<file path="config.mk">
export PLATFORM = sky130hd
export DESIGN_NAME = teclado_ctrl
export DESIGN_NICKNAME = d
export VERILOG_FILES = /design/src/rtl/teclado_ctrl_pkg.sv /design/src/rtl/fifo_teclado.sv /design/src/rtl/teclado_ctrl.sv
export SDC_FILE = /design/constraint.sdc
export NUM_CORES = 1
export LEC_CHECK = 0
export ABC_AREA = 1
export BUFFER_PORTS_ARGS = -buffer_cell sky130_fd_sc_hd__buf_2
export CAP_MARGIN = 15
export CORE_MARGIN = 3
export CORE_UTILIZATION = 45
export DETAILED_ROUTE_END_ITERATION = 10
export PLACE_DENSITY = 0.7
export SYNTH_ARGS = -nofsm -noshare
export SYNTH_HDL_FRONTEND = slang
export SYNTH_SLANG_ARGS = --single-unit
</file>
<file path="constraint.sdc">
create_clock -name clk_i -period 5.4 [get_ports clk_i]
set_input_delay 0 -clock clk_i [delete_from_list [all_inputs] [get_ports clk_i]]
set_output_delay 0 -clock clk_i [all_outputs]
set_load 0.01 [all_outputs]
</file>
<file path="src/rtl/teclado_ctrl_pkg.sv">
// Shared types and constants for the keyboard sequencing controller:
// prefix FSM states, scan-code constants, event layout and bus bit positions.
package teclado_ctrl_pkg;

    typedef enum logic [1:0] {
        ST_IDLE,
        ST_EXT,
        ST_BRK,
        ST_EXT_BRK
    } state_t;

    localparam logic [7:0] CODE_EXT  = 8'hE0;
    localparam logic [7:0] CODE_BRK  = 8'hF0;
    localparam logic [7:0] CODE_ERR0 = 8'h00;
    localparam logic [7:0] CODE_ERRF = 8'hFF;

    typedef struct packed {
        logic       brk;
        logic       ext;
        logic [7:0] code;
    } evento_t;

    // Event word layout seen by the processor.
    localparam int EV_VALID    = 31;
    localparam int EV_OVF      = 30;
    localparam int EV_CNT_MSB  = 29;
    localparam int EV_CNT_LSB  = 26;
    localparam int EV_BRK      = 9;
    localparam int EV_CODE_LSB = 0;

    // Control word bits.
    localparam int CW_POP     = 0;
    localparam int CW_FLUSH   = 1;
    localparam int CW_CLR_OVF = 2;
    localparam int CW_IRQ_EN  = 3;

endpackage

</file>
<file path="src/rtl/fifo_teclado.sv">
// Synchronous FIFO of key events. Push into a full queue is honoured only
// when a pop happens in the same cycle; flush overrides push and pop.
module fifo_teclado
    import teclado_ctrl_pkg::*;
#(
    parameter int FIFO_DEPTH = 8
) (
    input  logic       clk_i,
    input  logic       rst_i,
    input  logic       push,
    input  evento_t    push_data,
    input  logic       pop,
    input  logic       flush,
    output evento_t    head,
    output logic [4:0] count,
    output logic       full,
    output logic       empty
);

    localparam int AW = $clog2(FIFO_DEPTH);

    evento_t       mem [FIFO_DEPTH];
    logic [AW-1:0] wr_ptr;
    logic [AW-1:0] rd_ptr;
    logic          do_push;
    logic          do_pop;

    assign full    = (count == 5'(FIFO_DEPTH));
    assign empty   = (count == 5'd0);
    assign do_pop  = pop & ~empty;
    assign do_push = push & (~full | do_pop);
    assign head    = mem[rd_ptr];

    // NOTE: all sequential state uses non-blocking assignments so every register samples pre-edge values.
    always_ff @(posedge clk_i or negedge rst_i) begin
        if (!rst_i) begin
            wr_ptr <= '0;
            rd_ptr <= '0;
            count  <= '0;
        end else if (flush) begin
            wr_ptr <= '0;
            rd_ptr <= '0;
            count  <= '0;
        end else begin
            if (do_push) wr_ptr <= wr_ptr + AW'(1);
            if (do_pop)  rd_ptr <= rd_ptr + AW'(1);
            count <= count + 5'(do_push) - 5'(do_pop);
        end
    end

    // NOTE: storage is not reset; count/empty gate every read of stale entries.
    always_ff @(posedge clk_i) begin
        if (do_push && !flush) mem[wr_ptr] <= push_data;
    end

endmodule

</file>
<file path="src/rtl/teclado_ctrl.sv">
// Keyboard sequencing controller: E0/F0 prefix FSM with timeout, event queue,
// sticky overflow, interrupt enable and processor-facing event word.
module teclado_ctrl
    import teclado_ctrl_pkg::*;
#(
    parameter int FIFO_DEPTH  = 8,
    parameter int TIMEOUT_CYC = 100000
) (
    input  logic        clk_i,
    input  logic        rst_i,
    input  logic [7:0]  code_i,
    input  logic        code_new_i,
    input  logic        we_i,
    input  logic [31:0] data_in_i,
    output logic [31:0] evento_o,
    output logic        irq_o
);

    localparam int TW = $clog2(TIMEOUT_CYC + 1);

    state_t        state;
    state_t        state_nx;
    logic [TW-1:0] tmo;
    logic          tmo_hit;
    logic          push_evt;
    evento_t       push_data;
    logic          pop;
    logic          flush;
    logic          clr_ovf;
    logic          ovf;
    logic          irq_en;
    evento_t       head;
    logic [4:0]    count;
    logic          full;
    logic          empty;
    logic          unused_bits;

    assign pop         = we_i & data_in_i[CW_POP];
    assign flush       = we_i & data_in_i[CW_FLUSH];
    assign clr_ovf     = we_i & data_in_i[CW_CLR_OVF];
    assign tmo_hit     = (tmo == TW'(TIMEOUT_CYC - 1));
    assign unused_bits = &{1'b0, data_in_i[31:4], count[4]};

    always_ff @(posedge clk_i or negedge rst_i) begin
        if (!rst_i) state <= ST_IDLE;
        else        state <= state_nx;
    end

    // NOTE: every output of this block gets a default first so no latch is inferred.
    always_comb begin
        state_nx  = state;
        push_evt  = 1'b0;
        push_data = '{brk: 1'b0, ext: 1'b0, code: code_i};
        if (code_new_i) begin
            if (code_i == CODE_ERR0 || code_i == CODE_ERRF) begin
                state_nx = ST_IDLE;
            end else if (code_i == CODE_EXT) begin
                state_nx = (state == ST_EXT_BRK) ? ST_EXT_BRK : ST_EXT;
            end else if (code_i == CODE_BRK) begin
                state_nx = (state == ST_EXT || state == ST_EXT_BRK) ? ST_EXT_BRK : ST_BRK;
            end else begin
                push_evt      = 1'b1;
                push_data.brk = (state == ST_BRK) || (state == ST_EXT_BRK);
                push_data.ext = (state == ST_EXT) || (state == ST_EXT_BRK);
                state_nx      = ST_IDLE;
            end
        end else if (state != ST_IDLE && tmo_hit) begin
            state_nx = ST_IDLE;
        end
    end

    // A waiting prefix only ages between strobes; a fresh byte restarts the wait.
    always_ff @(posedge clk_i or negedge rst_i) begin
        if (!rst_i)                                      tmo <= '0;
        else if (state == ST_IDLE || code_new_i || tmo_hit) tmo <= '0;
        else                                             tmo <= tmo + TW'(1);
    end

    // Set beats clear: an event lost in the clearing cycle must still be reported.
    always_ff @(posedge clk_i or negedge rst_i) begin
        if (!rst_i) begin
            ovf    <= 1'b0;
            irq_en <= 1'b0;
        end else begin
            if (push_evt && full && !pop && !flush) ovf <= 1'b1;
            else if (clr_ovf)                       ovf <= 1'b0;
            if (we_i) irq_en <= data_in_i[CW_IRQ_EN];
        end
    end

    fifo_teclado #(
        .FIFO_DEPTH(FIFO_DEPTH)
    ) u_fifo (
        .clk_i    (clk_i),
        .rst_i    (rst_i),
        .push     (push_evt),
        .push_data(push_data),
        .pop      (pop),
        .flush    (flush),
        .head     (head),
        .count    (count),
        .full     (full),
        .empty    (empty)
    );

    always_comb begin
        evento_o                        = '0;
        evento_o[EV_VALID]              = ~empty;
        evento_o[EV_OVF]                = ovf;
        evento_o[EV_CNT_MSB:EV_CNT_LSB] = count[3:0];
        if (!empty) evento_o[EV_BRK:EV_CODE_LSB] = head;
    end

    assign irq_o = ~empty & irq_en;

endmodule

</file>
==> metrics.log, run 1 <==
INFO  metric outcome = finished, final reports clean
INFO  metric critical-path-max-stage-delay = 0.54 ns
INFO  metric synth-adder-area-share = 2.75%
INFO  metric power_leakage = 2.33 nW
INFO  metric switching_share = 33.5%
INFO  metric clock-skew-final = 0.0128 ns
INFO  metric track_usage = 17.4%
INFO  metric routed_wl = 10600 µm
INFO  metric async_reset_ff_share = 28.6%
INFO  metric worst_setup_hold_path_clk_slew = 0.07 ns
INFO  metric number_of_max_cap_violations = 0
INFO  metric slew_viol_final = 0
INFO  metric synth.cell_area = 5280 µm²
INFO  metric drt-wirelength-per-cell = 15.1 µm
INFO  metric grt_max_degree = 43
INFO  metric clock_tree_from_tritoncts = yes
INFO  metric worstPathMaxFanout = 13
INFO  metric cts_max_level = 3
INFO  metric worst_ir_drop_vdd = 0.000243 V
INFO  metric share_of_synthesized_cell_area_in_and_or_nand_and_nor_gates = 17.0%
INFO  metric slew_headroom = 24.3%
INFO  metric final_weighted_congestion_of_routability_driven_global_placement = 0.857
INFO  metric start_kind = flop
INFO  metric worstSkewPairLatency = 0.35 ns
INFO  metric die-height = 114 µm
INFO  metric vias_per_cell = 5.23
INFO  metric dominant_combinational_cell_family_by_area_after_synthesis = simple AND/OR/NAND/NOR gates
INFO  metric share_clk_of_total_power = 26.7%
INFO  metric crit_required = 5.67 ns
INFO  metric vias = 3678
INFO  metric internal-power = 0.00157 W
INFO  metric slew_worst_pin = 1.13 ns
INFO  metric unrepaired_setup_endpoints_after_global_routing = no
INFO  metric crit_arrival = 3.53 ns
INFO  metric final_cell_area = 5880 µm²
INFO  metric syn-instance-count = 520
INFO  metric drtPass1Iterations = 5
INFO  metric cell_type_group_with_the_largest_total_delay_on_the_critical_path = adder cells
INFO  metric synth-seq-area-share = 60.6%
INFO  metric fp-row-count = 38
INFO  metric crit_path_top_delay_cell = sky130_fd_sc_hd__nand4_1
INFO  metric synth_mux_area_share = 2.11%
INFO  metric final_min_period_over_clock_period = 60.3%
INFO  metric multi_input_comb_area = 1740 µm²
INFO  metric cp_num_cells = 15
INFO  metric setup.worst_path.end_class = flop
INFO  metric die_area = 13100 µm²
INFO  metric number_of_input_and_output_port_buffers_inserted = 32
INFO  metric diodes = 0
INFO  metric die_w = 114 µm
INFO  metric synth_xor_xnor_area_share = 1.66%
INFO  metric timing.hold.worst_path_depth = 4
INFO  metric power.net_switching = 0.000789 W
INFO  metric post_cts_buffers = 0
INFO  metric detail_route.iter0.violations = 323
INFO  metric via_count_of_the_first_global_routing_pass = 3501
INFO  metric overflow = 0
INFO  metric clk_sinks = 112
INFO  metric placed_cell_count = 674
INFO  metric postPlaceCellArea = 5470 µm²
INFO  metric detailed_place_hpwl = 6900 µm
INFO  metric grt_first_pass_wirelength = 17600 µm
INFO  metric timing_worst_setup_path_type = reg -> reg
INFO  metric synth.lib_cells_used.distinct = 33
INFO  metric antenna_violating_nets_post_route = 0
INFO  metric combinational_group_share_of_total_power = 28.1%
INFO  metric synth_enable_flop_cells = 80
INFO  metric synth_compound_area_share = 8.17%
INFO  metric finish.net_count = 613
INFO  metric drive_above_1_share = 11.9%
INFO  metric number_of_top_level_pins = 77
INFO  metric timing.critical_path.cells = inv_1 > ha_1 > nand4_1 > nand2_1 > inv_1 > ha_1 > inv_1 > ha_1 > inv_1 > fa_1 > inv_1 > a21oi_1 > o21bai_1 > o21ai_0 > a21oi_1
INFO  metric n_fill_cell = 956
INFO  metric max_clock_freq = 307 MHz
INFO  metric fin_tns_setup = 0 ns
INFO  metric initial_core_util = 47.3%
INFO  metric cp.buffers_inverters = 5
INFO  metric max-clock-path-buffers = 2
INFO  metric postSynthRegisterBits = 112
INFO  metric area.sequential = 3200 µm²
INFO  metric seq_power_share = 45.2%
INFO  metric finalSetupViolations = 0
INFO  metric worstHoldPathType = in -> reg
INFO  metric cts_root_buffer = sky130_fd_sc_hd__clkbuf_16
INFO  metric number_of_buffers_inserted_during_clock_tree_synthesis = 9
INFO  metric core-area = 11200 µm²
INFO  metric critical_path.most_common_cell = sky130_fd_sc_hd__inv_1
INFO  metric layout-area-overhead-vs-synth = 11.2%
INFO  metric instances_no_fill = 703
INFO  metric hold_viol = 0
INFO  metric power_per_cell_area = 401 nW/µm²
INFO  metric dominantRegCellSynth = sky130_fd_sc_hd__edfxtp_1
INFO  metric remaining_drc_errors = 0
INFO  metric avgSynthCellArea = 10.2 µm²
INFO  metric layout_min_cycle_time = 3.25 ns
INFO  metric r2r.worst_path.cells = 15
INFO  metric synthesis.yosys.warnings = 0
INFO  metric grt_antenna_before_repair = 0
[cells in the final DEF (no fill, tap or decap), drive strengths merged, types with 2 or more instances in the layout]
cell type      n
inv           44
clkinvlp       2
nand2         63
ha            10
conb          16
nor3          10
edfxtp        80
dlygate4sd3   13
clkbuf        10
nor2         117
xnor2          5
mux2i         10
nand3         17
xor2           5
o21ai         61
dfrtp         32
o22ai         10
a21oi         10
nand4          5
buf           37
[stage by stage]
step	hold slack, ns	util [%]	setup WS (ns)	total power, W
after detailed placement	0.106	48.9	2.12	0.00174
after floorplan	-0.296	-	3.06	0.00155
after global placement	0.102	48.9	2.22	0.00171
after CTS	0.00374	52.6	2.12	0.00238
after global routing	0.0111	52.6	1.77	0.00251
final	0.00576	52.6	2.15	0.00236
[what timing repair did]
action / CTS / global route
endpoints found under the hold margin: 93 / 0
resized for setup: 0 / 0
hold buffers: 13 / 0
[sequential cells by signal (all words and copies together), names as in the netlist]
register / count
u_fifo.mem: 80
state: 2
u_fifo.count: 5
tmo: 17
u_fifo.wr_ptr: 3
ovf: 1
irq_en: 1
u_fifo.rd_ptr: 3
[area by class of cell]
type	instances	area share, %
sequential	112	54.5
clock buffer	10	3.90
tap	140	2.98
multi-input combinational	344	29.5
inverter	41	2.62
timing repair buffer	50	5.58
clock inverter	6	0.873
[cells in the mapped netlist (all sizes together), types with 17 or more instances]
cell type,instances,area [µm²]
buf,28,208
inv,41,154
edfxtp,80,2400
nor2,117,449
dfrtp,32,801
nand2,63,249
nand3,17,90.1
o21ai,61,305
[per-layer routing]
layer / share of wire [%] / track usage [%] / vias to the layer above
li1: - / - / 1790
met5: 0 / 0 / -
met3: 6.7 / 3.70 / 14
met1: 44 / 23.5 / 1748
met2: 49 / 28.7 / 126
met4: 1.1 / 4.43 / 0
[power groups by stage]
stage | logic (W) | clock network, W | registers, W
2_1_floorplan | 0.000479 | 0 | 0.00107
3_3_place_gp | 0.000630 | 0 | 0.00108
3_5_place_dp | 0.000653 | 0 | 0.00109
4_1_cts | 0.000667 | 0.000645 | 0.00107
5_1_grt | 0.000753 | 0.000678 | 0.00108
6_report | 0.000662 | 0.000631 | 0.00107
[cells by family after synthesis]
group,count (synthesis)
and+or+nand+nor,213
DFF,112
AOI/OAI and AO/OA,83
buffers and inverters,79
adders and majority gates,11
muxes,11
xor gates and xnor gates,10
other,1
[tightest hold or removal path, delay by kind of cell]
kind,cells,cell delay [ns]
AOI/OAI and AO/OA,1,0.09
buffers and inverters,1,0.07
and+or+nand+nor,2,0.14
[worst paths after layout]
check	startpoint	to	slack, ns
min in group asynchronous	rst_i	tmo[2]$_DFF_PN0_	0.24
setup / recovery	u_fifo.count[2]$_DFF_PN0_	u_fifo.count[4]$_DFF_PN0_	2.15
hold / removal	data_in_i[0]	ovf$_DFFE_PN0P_	0.006
max in group asynchronous	rst_i	u_fifo.rd_ptr[2]$_DFFE_PN0P_	4.68
setup reg to reg	u_fifo.count[2]$_DFF_PN0_	u_fifo.count[4]$_DFF_PN0_	2.15
hold reg to reg	tmo[0]$_DFF_PN0_	tmo[0]$_DFF_PN0_	0.48
(Power assumes the default switching activity.)
==> run 2: changes to the inputs <==
ABC_AREA = 0   (was 1)
clock period = 3.1 ns   (was 5.4 ns; I/O delays follow)
==> run 2 against run 1 <==
  * Count of clock-buffer cells in the layout down 1
  * Via count down 22%
  * Synthesized cell count down 33%
  * Clock power up 68%
  * Setup slack worse by 1.6 ns
  * Register-to-register slack worse by 1.6 ns
  * Critical path type unchanged
  * Largest cell class unchanged
  * Highest routed layer unchanged
==> metrics.log, run 2 <==
INFO  metric initial_core_util = 46.5% (-0.79 points)
INFO  metric timing_worst_setup_path_type = reg -> reg
INFO  metric vias = 2866 (-22%)
INFO  metric grt_first_pass_wirelength = 14900 µm (-15%)
INFO  metric synth.lib_cells_used.distinct = 55 (+67%)
INFO  metric hold_viol = 0 (unchanged)
INFO  metric biggestRegsByFlops = u_fifo.mem x80, tmo x17, u_fifo.count x5
INFO  metric remaining_drc_errors = 0 (unchanged)
INFO  metric number_of_top_level_pins = 77 (unchanged)
INFO  metric synth.cell_area = 5110 µm² (-3.3%)
INFO  metric core-area = 11000 µm² (-1.7%)
INFO  metric layout_common_cells = 80 x sky130_fd_sc_hd__edfxtp_1, 32 x sky130_fd_sc_hd__buf_2, 32 x sky130_fd_sc_hd__dfrtp_1
INFO  metric postSynthRegisterBits = 112 (unchanged)
INFO  metric final_min_period_over_clock_period = 83.4% (+23 points)
INFO  metric overflow = 0 (unchanged)
INFO  metric synthesis.yosys.warnings = 0 (unchanged)
INFO  metric clock_tree_from_tritoncts = yes
INFO  metric unrepaired_setup_endpoints_after_global_routing = no
INFO  metric routed_wl = 9040 µm (-15%)
INFO  metric layout_min_cycle_time = 2.59 ns (-0.669 ns)
INFO  metric largest_register = u_fifo.mem
INFO  metric finalSetupViolations = 0 (unchanged)
INFO  metric drive_above_1_share = 22.8% (+11 points)
INFO  metric cts_max_level = 3 (unchanged)
INFO  metric synth_enable_flop_cells = 80 (unchanged)
INFO  metric drtPass1Iterations = 4 (-1)
INFO  metric synth.top_cell.area_share = 47.0% (+1.6 points)
INFO  metric die_area = 12700 µm² (-3.2%)
INFO  metric power = 0.00434 W (+84%)
INFO  metric met2_usage = 24.7% (-4.0 points)
INFO  metric worstSkewPairLatency = 0.34 ns (about the same)
INFO  metric synth.largest_area_cell = sky130_fd_sc_hd__edfxtp_1
INFO  metric grt_max_degree = 33 (-23%)
INFO  metric track_usage = 15.2% (-2.2 points)
INFO  metric n_fill_cell = 918 (-4.0%)
INFO  metric vias_per_cell = 5.28 (+0.88%)
INFO  metric detail_route.iter0.violations = 125 (-61%)
INFO  metric detailed_place_hpwl = 5860 µm (-15%)
INFO  metric number_of_buffers_inserted_during_clock_tree_synthesis = 9 (unchanged)
INFO  metric groute.layer.met3.usage = 3.50% (-0.20 points)
INFO  metric synth.top_cells.by_area = sky130_fd_sc_hd__edfxtp_1 47%, sky130_fd_sc_hd__dfrtp_1 16%, sky130_fd_sc_hd__mux4_2 8.8%
INFO  metric number_of_max_cap_violations = 0 (unchanged)
INFO  metric syn-instance-count = 350 (-33%)
INFO  metric fp-row-count = 38 (unchanged)
INFO  metric area.sequential = 3200 µm² (unchanged)
INFO  metric most_frequent_cell_after_synthesis = sky130_fd_sc_hd__edfxtp_1
INFO  metric power_leakage = 2.10 nW (-10%)
INFO  metric grt_antenna_before_repair = 0 (unchanged)
INFO  metric die-height = 113 µm (-1.6%)
INFO  metric clk_sinks = 112 (unchanged)
INFO  metric max-clock-path-buffers = 2 (unchanged)
INFO  metric post_synth_most_frequent_cells = 80 x sky130_fd_sc_hd__edfxtp_1, 32 x sky130_fd_sc_hd__dfrtp_1, 30 x sky130_fd_sc_hd__nor2_1, 21 x sky130_fd_sc_hd__buf_4, 20 x sky130_fd_sc_hd__mux4_2
INFO  metric slew_viol_final = 0 (unchanged)
INFO  metric drt-wirelength-per-cell = 16.6 µm (+10%)
INFO  metric worst_setup_hold_path_clk_slew = 0.07 ns (about the same)
INFO  metric grt.busiest_layer = met2
INFO  metric number_of_input_and_output_port_buffers_inserted = 32 (unchanged)
INFO  metric worstPathMaxFanout = 3 (-10)
INFO  metric clock-skew-final = 0.00654 ns (-0.00628 ns)
INFO  metric die_w = 113 µm (-1.6%)
INFO  metric post_cts_buffers = 0 (unchanged)
INFO  metric cts_root_buffer = sky130_fd_sc_hd__clkbuf_16
INFO  metric crit_required = 3.36 ns (-2.31 ns)
INFO  metric worst_ir_drop_vdd = 0.000416 V (+71%)
INFO  metric avgSynthCellArea = 14.6 µm² (+44%)
INFO  metric final_common_cell = sky130_fd_sc_hd__edfxtp_1
INFO  metric slew_worst_pin = 0.748 ns (-0.383 ns)
INFO  metric async_reset_ff_share = 28.6% (unchanged)
INFO  metric largest_reg_flops = 80 (unchanged)
INFO  metric power_per_cell_area = 750 nW/µm² (+87%)
INFO  metric final_cell_area = 5780 µm² (-1.6%)
INFO  metric grt.met1_usage = 20.2% (-3.3 points)
INFO  metric postPlaceCellArea = 5390 µm² (-1.3%)
INFO  metric via_count_of_the_first_global_routing_pass = 2883 (-18%)
INFO  metric synth-seq-area-share = 62.7% (+2.1 points)
INFO  metric postCtsHoldBufs = 11 (-2)
INFO  metric max_clock_freq = 387 MHz (+26%)
INFO  metric diodes = 0 (unchanged)
INFO  metric final_weighted_congestion_of_routability_driven_global_placement = 0.808 (-5.7%)
INFO  metric setup.worst_path.end_class = flop
INFO  metric slew_headroom = 50.1% (+26 points)
INFO  metric antenna_violating_nets_post_route = 0 (unchanged)
INFO  metric cts_resized = 0 (unchanged)
INFO  metric fin_tns_setup = 0 ns (unchanged)
INFO  metric dominantRegCellSynth = sky130_fd_sc_hd__edfxtp_1
INFO  metric multi_input_comb_area = 1710 µm² (-1.5%)
INFO  metric finish.net_count = 454 (-26%)
INFO  metric layout-area-overhead-vs-synth = 13.2%
INFO  metric outcome = finished, final reports clean
INFO  metric start_kind = flop
INFO  metric crit_arrival = 2.84 ns (-0.69 ns)
INFO  metric worstHoldPathType = in -> reg
## run 2: cell count changes after synthesis, moves of 4 or more
cell,before,now
sky130_fd_sc_hd__o21ai_0,55,6
sky130_fd_sc_hd__nand2_1,60,13
sky130_fd_sc_hd__mux4_2,0,20
sky130_fd_sc_hd__nor4_1,0,5
sky130_fd_sc_hd__inv_1,38,17
sky130_fd_sc_hd__nand3_1,16,7
sky130_fd_sc_hd__o22ai_1,10,1
sky130_fd_sc_hd__clkbuf_1,9,4
sky130_fd_sc_hd__nor2_1,113,30
sky130_fd_sc_hd__o21ai_1,6,0
sky130_fd_sc_hd__nor2_2,4,0
## run 2: critical path, stage by stage, from the launching register on
cell	delay (ns)
sky130_fd_sc_hd__dfrtp_1	0.40
sky130_fd_sc_hd__inv_1	0.10
sky130_fd_sc_hd__ha_1	0.17
sky130_fd_sc_hd__nor4b_4	0.24
sky130_fd_sc_hd__nor2_1	0.13
sky130_fd_sc_hd__ha_1	0.28
sky130_fd_sc_hd__inv_1	0.06
sky130_fd_sc_hd__ha_1	0.17
sky130_fd_sc_hd__inv_1	0.06
sky130_fd_sc_hd__fa_1	0.37
sky130_fd_sc_hd__nor2b_1	0.16
sky130_fd_sc_hd__o21bai_1	0.10
sky130_fd_sc_hd__nand3_1	0.08
sky130_fd_sc_hd__nor3b_1	0.17
## run 2: per-stage QoR
stage / utilization, % / std cells / hold WS [ns] / worst slack, ns
after global routing: 52.6 / 543 / 0.0521 / 0.281
after detailed placement: 49.1 / 517 / 0.0977 / 0.513
final: 52.6 / 543 / 0.0330 / 0.515
after floorplan: - / 365 / -0.296 / 0.275
after CTS: 52.6 / 543 / 0.0227 / 0.484
after global placement: 49.1 / 517 / 0.0980 / 0.527
## run 2: where the power goes
group          switching (W)  internal (W)  leakage (nW)
clock               0.000511      0.000552         0.130
sequential          0.000133       0.00182          1.16
combinational       0.000683      0.000634         0.806
total                0.00133       0.00301          2.10
## run 2: final timing paths
kind | startpoint | end | slack [ns] | cells after the start
worst max-delay path | u_fifo.count[2]$_DFF_PN0_ | u_fifo.count[4]$_DFF_PN0_ | 0.51 | 13
worst min-delay path | data_in_i[2] | ovf$_DFFE_PN0P_ | 0.03 | 3
worst max register to register | u_fifo.count[2]$_DFF_PN0_ | u_fifo.count[4]$_DFF_PN0_ | 0.51 | 13
worst min register to register | tmo[0]$_DFF_PN0_ | tmo[0]$_DFF_PN0_ | 0.50 | 1
max in group asynchronous | rst_i | u_fifo.count[1]$_DFF_PN0_ | 2.40 | 2
min in group asynchronous | rst_i | tmo[9]$_DFF_PN0_ | 0.24 | 2
## run 2: final cells by class
class,count,share of cell area [%]
flip-flops and latches,112,55.4
multi-input cells,205,29.6
repair buffers,54,6.10
clock buffers,9,3.90
well taps,140,3.03
inverters,17,1.10
clock inverters,6,0.909
## run 2: logic make-up (layout without fill, tap and decap cells)
kind of cell | count (synthesis) | after routing | synth area share [%]
AND/OR/NAND/NOR | 99 | 99 | 10.5
flip-flops | 112 | 112 | 62.7
multiplexers | 33 | 33 | 11.4
AO/OA/AOI/OAI | 30 | 30 | 4.39
other | 1 | 16 | 0.0734
buffers and inverters | 48 | 86 | 5.32
XOR/XNOR | 16 | 16 | 2.74
adder cells (fa/ha/maj) | 11 | 11 | 2.84
## run 2: routing by layer
metal / routed length, µm / vias up
met5: 0 / -
met4: 152 / 0
met3: 419 / 13
met2: 4490 / 67
met1: 3970 / 1416
li1: - / 1370
==> run 3: changes to the inputs <==
clock period = 2.7 ns   (was 3.1 ns; I/O delays follow)
==> run 3 against run 2 <==
  * Combinational power rose by 20%
  * Critical endpoint unchanged
  * Utilization rose by 0.71 points
  * Final cell count rose by 1.1%
  * Largest power group unchanged
  * Clock skew rose by 0.0019 ns
  * Maximum frequency rose by 2.3%
  * Setup slack got worse by 0.34 ns
  * Wire length rose by 4.1%
  * Sequential share of layout area fell by 0.73 points
==> metrics.log, run 3 (synthesis gave the netlist of run 2 again) <==
INFO  metric max_clock_freq = 396 MHz (+2.3%)
INFO  metric overflow = 0 (unchanged)
INFO  metric drt-wirelength-per-cell = 17.1 µm (+3.0%)
INFO  metric hold_viol = 0 (unchanged)
INFO  metric slew_headroom = 47.8% (-2.3 points)
INFO  metric slew_viol_final = 0 (unchanged)
INFO  metric die_area = 12700 µm² (unchanged)
INFO  metric multi_input_comb_area = 1720 µm² (+0.44%)
INFO  metric grt_first_pass_wirelength = 15500 µm (+3.9%)
INFO  metric largest_reg_flops = 80 (unchanged)
INFO  metric via_count_of_the_first_global_routing_pass = 2940 (+2.0%)
INFO  metric final_min_period_over_clock_period = 93.6% (+10 points)
INFO  metric crit_arrival = 2.74 ns (-0.10 ns)
INFO  metric power.net_switching = 0.00158 W (+19%)
INFO  metric biggestRegsByFlops = u_fifo.mem x80, tmo x17, u_fifo.count x5
INFO  metric clock-skew-final = 0.00841 ns (+0.00186 ns)
INFO  metric remaining_drc_errors = 0 (unchanged)
INFO  metric layout_common_cells = 80 x sky130_fd_sc_hd__edfxtp_1, 32 x sky130_fd_sc_hd__buf_2, 32 x sky130_fd_sc_hd__dfrtp_1
INFO  metric fp-row-count = 38 (unchanged)
INFO  metric layout-area-overhead-vs-synth = 14.8%
INFO  metric worstSkewPairLatency = 0.34 ns (about the same)
INFO  metric outcome = finished, final reports clean
INFO  metric finalSetupViolations = 0 (unchanged)
INFO  metric antenna_violating_nets_post_route = 0 (unchanged)
INFO  metric detailed_place_hpwl = 6230 µm (+6.3%)
INFO  metric track_usage = 15.7% (+0.50 points)
INFO  metric r2r_setup_slack = 0.17 ns (-0.34 ns)
INFO  metric cts_root_buffer = sky130_fd_sc_hd__clkbuf_16
INFO  metric timing_worst_setup_path_type = reg -> reg
INFO  metric clk_sinks = 112 (unchanged)
INFO  metric worstHoldPathType = in -> reg
INFO  metric largest_register = u_fifo.mem
INFO  metric start_kind = flop
INFO  metric layout_min_cycle_time = 2.53 ns (-0.0591 ns)
INFO  metric final_util = 53.3% (+0.71 points)
INFO  metric diodes = 0 (unchanged)
INFO  metric share_clk_of_total_power = 25.8% (+1.3 points)
INFO  metric number_of_buffers_inserted_during_clock_tree_synthesis = 9 (unchanged)
INFO  metric setup_slack = 0.174 ns (-0.341 ns)
INFO  metric core-area = 11000 µm² (unchanged)
INFO  metric worstPathMaxFanout = 3 (unchanged)
INFO  metric initial_core_util = 46.5% (unchanged)
INFO  metric worst_setup_hold_path_clk_slew = 0.07 ns (about the same)
INFO  metric cts_max_level = 3 (unchanged)
INFO  metric number_of_max_cap_violations = 0 (unchanged)
INFO  metric area.sequential = 3200 µm² (unchanged)
INFO  metric finish.net_count = 460 (+1.3%)
INFO  metric combinational_group_share_of_total_power = 30.5% (about the same)
INFO  metric grt_max_degree = 33 (unchanged)
INFO  metric drive_above_1_share = 24.7% (+1.9 points)
INFO  metric detail_route.iter0.violations = 176 (+41%)
INFO  metric n_fill_cell = 914 (-0.44%)
INFO  metric setup.worst_path.end_class = flop
INFO  metric power_leakage = 2.15 nW (+2.4%)
INFO  metric seq_power_share = 43.8% (-1.3 points)
INFO  metric die_w = 113 µm (unchanged)
INFO  metric slew_worst_pin = 0.782 ns (+0.0338 ns)
INFO  metric routed_wl = 9410 µm (+4.1%)
INFO  metric vias = 2886 (+0.70%)
INFO  metric max-clock-path-buffers = 2 (unchanged)
INFO  metric clock_tree_from_tritoncts = yes
INFO  metric vias_per_cell = 5.26 (-0.40%)
INFO  metric switching_share = 30.4% (-0.21 points)
INFO  metric number_of_top_level_pins = 77 (unchanged)
INFO  metric number_of_input_and_output_port_buffers_inserted = 32 (unchanged)
INFO  metric hold_slack = 0.0201 ns (-0.0129 ns)
INFO  metric grt_antenna_before_repair = 0 (unchanged)
INFO  metric crit_required = 2.92 ns (-0.44 ns)
INFO  metric die-height = 113 µm (unchanged)
INFO  metric drtPass1Iterations = 4 (unchanged)
INFO  metric final_common_cell = sky130_fd_sc_hd__edfxtp_1
INFO  metric internal-power = 0.00361 W (+20%)
INFO  metric power = 0.00518 W (+20%)
INFO  metric placement_setup_slack = 0.132 ns (-0.381 ns)
INFO  metric final_weighted_congestion_of_routability_driven_global_placement = 0.834 (+3.1%)
INFO  metric worst_ir_drop_vdd = 0.000411 V (-1.3%)
INFO  metric power_per_cell_area = 885 nW/µm² (+18%)
[run 3: power by group through the flow]
stage / Combinational (W) / Clock (W) / Sequential (W)
after floorplan: 0.00114 / 0 / 0.00223
after global placement: 0.00151 / 0 / 0.00229
after detailed placement: 0.00154 / 0 / 0.00231
after CTS: 0.00156 / 0.00137 / 0.00227
after global routing: 0.00177 / 0.00144 / 0.00230
final: 0.00158 / 0.00133 / 0.00227
[run 3: layout make-up]
| class | count | share of cell area (%) |
|---|---|---|
| well taps | 140 | 2.99 |
| repair buffers | 60 | 6.79 |
| clock inverters | 6 | 1.32 |
| multi-input cells | 205 | 29.3 |
| clock buffers | 9 | 3.84 |
| inverters | 17 | 1.09 |
| flip-flops and latches | 112 | 54.7 |
[run 3: layer usage]
metal | global-route usage [%] | vias up | share of wire, %
li1 | - | 1379 | -
met1 | 21.5 | 1444 | 45
met2 | 25.7 | 55 | 50
met3 | 3.23 | 8 | 3.3
met4 | 4.33 | 0 | 1.1
met5 | 0 | - | 0
[run 3: critical path, stage by stage, from the launching register on]
cell and delay [ns]:
sky130_fd_sc_hd__dfrtp_1 0.41, sky130_fd_sc_hd__inv_2 0.08, sky130_fd_sc_hd__ha_1 0.15, sky130_fd_sc_hd__nor4b_4 0.24, sky130_fd_sc_hd__nor2_1 0.11, sky130_fd_sc_hd__ha_1 0.28, sky130_fd_sc_hd__inv_1 0.06, sky130_fd_sc_hd__ha_1 0.17
sky130_fd_sc_hd__inv_1 0.06, sky130_fd_sc_hd__fa_1 0.39, sky130_fd_sc_hd__nor2b_2 0.14, sky130_fd_sc_hd__o21bai_1 0.09, sky130_fd_sc_hd__a21oi_1 0.16, sky130_fd_sc_hd__nor3b_2 0.06
[run 3: worst paths after layout]
path | from | cells after the start | end
setup reg to reg | u_fifo.count[2]$_DFF_PN0_ | 13 | u_fifo.count[4]$_DFF_PN0_
min in group asynchronous | rst_i | 2 | tmo[9]$_DFF_PN0_
setup / recovery | u_fifo.count[2]$_DFF_PN0_ | 13 | u_fifo.count[4]$_DFF_PN0_
hold reg to reg | tmo[0]$_DFF_PN0_ | 1 | tmo[0]$_DFF_PN0_
hold / removal | data_in_i[2] | 3 | ovf$_DFFE_PN0P_
max in group asynchronous | rst_i | 2 | u_fifo.rd_ptr[0]$_DFFE_PN0P_
[run 3: through the flow]
step,instances,instance area (µm²),setup TNS (ns)
global route,549,5860,-0.00497
floorplan,365,5160,-2.50
global placement,521,5420,0
CTS,547,5840,0
detailed placement,521,5420,0
finish,549,5860,0
[run 3: what timing repair did]
item	4_1_cts	5_1_grt
buffers inserted	0	2
gates resized for setup	0	3
hold buffers	11	0
hold endpoints to repair	97	0
setup endpoints to repair	0	1
